===== src/rtl/result_frame_tx.sv =====
// result_frame_tx
// Transmit-side framer for the filter result. When start is accepted it sends
// one packet to uart_tx: the sync byte, w, h, the w*h payload bytes read from
// the output memory, and an XOR checksum over w, h and the payload. The sync
// byte is not part of the checksum. Each byte waits in ARM until the host
// raises host_rts and uart_tx is idle.
//
// Ports
//   clk, rst           system clock, synchronous active-high reset
//   start              one-cycle frame request, accepted only in IDLE
//   w, h               image size, sampled when start is accepted
//   mem_addr/mem_data  output-memory read port; data is valid one clk after the address
//   host_rts           host is ready to accept the next byte
//   tx_active/tx_done  status from uart_tx
//   tx_dv/tx_byte      byte hand-off to uart_tx
//   busy, done         frame in progress, and a one-cycle pulse when the frame is complete
//   byte_count         payload bytes completed in the current or last frame
//
// state  | meaning
// IDLE   | wait for start
// HDR    | load header byte hdr_idx (0 sync, 1 w, 2 h)
// FETCH  | memory read of mem_addr in flight
// LOAD   | capture mem_data into tx_byte
// ARM    | wait for host_rts=1 and tx_active=0
// SEND   | tx_dv pulse
// WAITD  | wait for tx_done, then pick the next byte
// CKSUM  | load the checksum byte
// FIN    | done pulse, then back to IDLE
module result_frame_tx #(
    parameter int              WORD      = 8,
    parameter int              ADDR_BITS = 9,
    parameter int              LEN_BITS  = 16,
    parameter logic [WORD-1:0] SYNC_BYTE = 8'hA5
) (
    input  logic                 clk,
    input  logic                 rst,
    input  logic                 start,
    input  logic [WORD-1:0]      w,
    input  logic [WORD-1:0]      h,
    output logic [ADDR_BITS-1:0] mem_addr,
    input  logic [WORD-1:0]      mem_data,
    input  logic                 host_rts,
    input  logic                 tx_active,
    input  logic                 tx_done,
    output logic                 tx_dv,
    output logic [WORD-1:0]      tx_byte,
    output logic                 busy,
    output logic                 done,
    output logic [LEN_BITS-1:0]  byte_count
);

    typedef enum logic [3:0] {
        S_IDLE, S_HDR, S_FETCH, S_LOAD, S_ARM, S_SEND, S_WAITD, S_CKSUM, S_FIN
    } state_t;

    // phase records which kind of byte is in flight, so WAITD knows where to go next
    typedef enum logic [1:0] {PH_HDR, PH_PAY, PH_CK} phase_t;

    state_t              state, next_state;
    phase_t              phase;
    logic [1:0]          hdr_idx;
    logic [WORD-1:0]     w_q, h_q, cksum;
    logic [LEN_BITS-1:0] len_q, idx;
    logic [LEN_BITS-1:0] idx_inc;

    assign idx_inc = idx + LEN_BITS'(1);

    always_ff @(posedge clk) begin
        if (rst) state <= S_IDLE;
        else     state <= next_state;
    end

    always_comb begin
        next_state = state;
        case (state)
            S_IDLE:  if (start) next_state = S_HDR;
            S_HDR:   next_state = S_ARM;
            S_FETCH: next_state = S_LOAD;
            S_LOAD:  next_state = S_ARM;
            S_ARM:   if (host_rts && !tx_active) next_state = S_SEND;
            S_SEND:  next_state = S_WAITD;
            S_WAITD: begin
                if (tx_done) begin
                    case (phase)
                        PH_HDR: begin
                            if (hdr_idx == 2'd2)
                                next_state = (len_q == '0) ? S_CKSUM : S_FETCH;
                            else
                                next_state = S_HDR;
                        end
                        PH_PAY:  next_state = (idx_inc == len_q) ? S_CKSUM : S_FETCH;
                        default: next_state = S_FIN;
                    endcase
                end
            end
            S_CKSUM: next_state = S_ARM;
            S_FIN:   next_state = S_IDLE;
            default: next_state = S_IDLE;
        endcase
    end

    assign tx_dv = (state == S_SEND);
    assign done  = (state == S_FIN);
    assign busy  = (state != S_IDLE) && (state != S_FIN);

    // mem_addr changes on the tx_done edge that leaves WAITD. This gives the
    // memory the whole FETCH cycle to return data before LOAD captures it.
    always_ff @(posedge clk) begin
        if (rst) begin
            mem_addr   <= '0;
            tx_byte    <= '0;
            byte_count <= '0;
            cksum      <= '0;
            idx        <= '0;
            len_q      <= '0;
            w_q        <= '0;
            h_q        <= '0;
            hdr_idx    <= '0;
            phase      <= PH_HDR;
        end else begin
            case (state)
                S_IDLE: begin
                    if (start) begin
                        w_q        <= w;
                        h_q        <= h;
                        len_q      <= LEN_BITS'(w) * LEN_BITS'(h);
                        cksum      <= '0;
                        idx        <= '0;
                        byte_count <= '0;
                        hdr_idx    <= '0;
                        mem_addr   <= '0;
                        phase      <= PH_HDR;
                    end
                end
                S_HDR: begin
                    case (hdr_idx)
                        2'd0: tx_byte <= SYNC_BYTE;
                        2'd1: begin
                            tx_byte <= w_q;
                            cksum   <= cksum ^ w_q;
                        end
                        default: begin
                            tx_byte <= h_q;
                            cksum   <= cksum ^ h_q;
                        end
                    endcase
                end
                S_LOAD: begin
                    tx_byte <= mem_data;
                    cksum   <= cksum ^ mem_data;
                    phase   <= PH_PAY;
                end
                S_CKSUM: begin
                    tx_byte <= cksum;
                    phase   <= PH_CK;
                end
                S_WAITD: begin
                    if (tx_done) begin
                        case (phase)
                            PH_HDR: begin
                                hdr_idx  <= hdr_idx + 2'd1;
                                mem_addr <= idx[ADDR_BITS-1:0];
                            end
                            PH_PAY: begin
                                // the address wraps with the memory; the count does not
                                idx        <= idx_inc;
                                byte_count <= idx_inc;
                                mem_addr   <= idx_inc[ADDR_BITS-1:0];
                            end
                            default: ;
                        endcase
                    end
                end
                default: ;
            endcase
        end
    end

endmodule


===== config.mk =====
export PLATFORM = sky130hd
export DESIGN_NAME = result_frame_tx
export DESIGN_NICKNAME = d
export VERILOG_FILES = /design/src/rtl/result_frame_tx.sv
export SDC_FILE = /design/constraint.sdc
export NUM_CORES = 1
export LEC_CHECK = 0
export CORE_ASPECT_RATIO = 1.1
export CORE_MARGIN = 8
export CORE_UTILIZATION = 53
export DETAILED_ROUTE_END_ITERATION = 16
export PLACE_DENSITY = 0.86
export SYNTH_ARGS = -nofsm -noshare
export SYNTH_HDL_FRONTEND = slang
export SYNTH_SLANG_ARGS = --single-unit

===== constraint.sdc =====
create_clock -name clk -period 6.8 [get_ports clk]
set_clock_uncertainty 0.05 [all_clocks]
set_input_delay 1.02 -clock clk [delete_from_list [all_inputs] [get_ports clk]]
set_output_delay 1.02 -clock clk [all_outputs]
set_load 0.05 [all_outputs]

==> out/qor.csv <==
metric;value;unit
diodes;0;
syn_area_per_cell;7.97;um2
cts_tree;built;
antenna_found_initial;0;
synth_most_common_cell;nand2_1;
swShare;36.8;%
rrSetupSlack;3.61;ns
yosys.area.top_type_share;24.5;%
post_cts_buffers;0;
cts_sinks;81;
rows;43;
port_buffers;65;
fillCellCount;1082;
grt_max_degree;78;
drive_above_1_share;4.26;%
yosysWarnings;0;
pwr-share-seq;31.6;%
post-route-period-util;81.5;%
net-switching-power;647;uW
yosysTopAreaCell;dfxtp_1;
num-nets-final;970;
ir_drop;148;uV
via_per_inst;5.92;
ys.flop_type;dfxtp_1;
fmax;0.180;GHz
fin_crit;5.54;ns
regArea;0.00162;mm2
top_layer_used;met4;
critical_path_class;in2reg;
dp_hpwl;11.8;mm
start_util;53.4;%
clockPowerShare;28.8;%
grt_pass1_wl;27.2;mm
multiInputGateArea;0.00457;mm2
drt_iter0_markers;623;
met2_length;7.63;mm
async_flop_share;0;%
firstDrtPassIters;5;
top_level_ports;66;
vias;6077;
clock_path_buffers;2;
synth-seq-cells;81;
clk_latency;0.34;ns
critPathMaxFanout;9;
grt_overflow;0;
antenna_left;0;
netlist-cell-type-count;75;
hold_buffers;0;
slew_violations;0;
numCtsBuffers;9;
grt_usage;19.9;%
grt_pass1_vias;5744;
worstMarginPinSlew;1.09;ns
wl;15.9;mm
worst_ep_arrival_time;5.72;ns
syn2layout_area_growth;15.0;%
slew_headroom;26.4;%
die_h;133;um
placed_area;0.00729;mm2
synth_edf_count;0;
design_area;0.00761;mm2
wl_per_cell;15.5;um
met3WireLength;894;um
drt-met1-wl;7.04;mm
rsz0062_at_grt;no;
synth_area_leaders;dfxtp_1, fa_1, ha_1;
endpoint_kind;flip-flop;
setup_viol;0;
syn_nets;936;
start_kind;primary input;
die_width;123;um
leakagePower;0.00309;uW
cts_resized;0;
status;complete, no violations;
root_buffer;clkbuf_16;
synth_seq_area_share;24.5;%
cp.required;6.98;ns
hold_viol;0;
hold_path.class;reg2reg;
gp_congestion;0.866;
maxCapViolCount;0;
synthesis.area;0.00661;mm2
die_area;0.0163;mm2
cellPowerDensity;231;mW/mm2
p_comb_share;39.7;%
path_clk_slew;0.07;ns
synthCells;830;
fp.coreArea;0.0124;mm2
route.detailed.drc;0;
ys_top_cells_by_count;nand2_1, dfxtp_1, a21oi_1;
fin_tns_setup;0;ns
h-tree-depth;3;
intPower;1110;uW
==> critical path, cell delays in order <==
cell,delay (ns)
clkdlybuf4s50_1,0.63
nand2_1,0.14
fa_1,0.52
fa_1,0.57
inv_1,0.06
fa_1,0.52
inv_1,0.05
fa_1,0.52
inv_1,0.04
ha_1,0.33
o21a_1,0.20
o21a_1,0.17
a2111o_1,0.40
a41oi_1,0.27
xnor2_1,0.09
a22o_1,0.19
==> layout by cell type (no fill, tap or decap), types with 5 or more instances in the layout <==
master            n
o21a_1            9
dfxtp_1          81
a21oi_1          69
nor2_1           68
a211oi_1         15
nor3_1           25
ha_1             40
a31oi_1           7
nand2_1          92
inv_1            62
o21ai_1           5
clkdlybuf4s50_1  64
xor2_1           13
xnor2_1          24
fa_1             36
clkbuf_16         9
o21ai_0          26
nand3_1          25
mux2i_1          11
nor4_1            9
and2_1           52
nand3b_1          5
a22oi_1           9
nand4_1           6
or3_1             9
nor2b_1           7
==> path summary, 6_finish.rpt <==
check | startpoint | endpoint | depth (start not counted)
max | h[6] | len_q[14]$_SDFFE_PP0P_ | 16
min | h_q[2]$_SDFFE_PP0P_ | h_q[2]$_SDFFE_PP0P_ | 2
max reg2reg | idx[0]$_SDFFE_PP0P_ | state[2]$_SDFFE_PP0P_ | 7
min reg2reg | h_q[2]$_SDFFE_PP0P_ | h_q[2]$_SDFFE_PP0P_ | 2
==> flip-flops by register name, summed over array words and instances (netlist names) <==
register	count
state	4
len_q	16
idx	16
w_q	8
phase	2
mem_addr	9
h_q	8
hdr_idx	2
tx_byte	8
cksum	8
==> layer usage <==
layer | track usage (%) | vias up
met5 | 0 | -
li1 | - | 2951
met3 | 3.17 | 33
met1 | 26.6 | 2864
met4 | 7.32 | 0
met2 | 31.3 | 229
==> power by group through the flow <==
stage / clock (uW) / combinational [uW] / sequential [uW]
2_1_floorplan: 0 / 530 / 558
4_1_cts: 510 / 693 / 554
3_3_place_gp: 0 / 660 / 563
3_5_place_dp: 0 / 681 / 565
6_report: 506 / 697 / 555
5_1_grt: 532 / 790 / 561
==> kinds of logic (layout without fill, tap and decap cells) <==
family | Yosys count | in the layout | synth area share [%]
compound gates | 178 | 178 | 17.0
simple gates | 337 | 337 | 26.6
buf+inv | 108 | 147 | 6.51
flops | 81 | 81 | 24.5
mux | 13 | 13 | 2.01
fa+ha+maj | 76 | 76 | 18.5
xor+xnor | 37 | 37 | 4.90
==> metrics by stage <==
stage	cells	setup slack (ns)	power, uW	util [%]	hold slack, ns
floorplan	830	1.53	1090	-	0.383
global placement	1010	1.01	1220	58.9	0.393
detailed placement	1010	0.911	1250	58.9	0.397
CTS	1026	1.25	1760	61.5	0.408
global route	1026	1.05	1880	61.5	0.429
finish	1026	1.26	1760	61.5	0.405
==> cell type report <==
class	instances	area share, %
clock buffer	10	3.14
clock inverter	6	0.971
inverter	62	3.06
multi-input combinational	641	60.0
sequential	81	21.3
tap	157	2.58
timing repair buffer	69	8.88
Power figures use the tool's default switching activity.
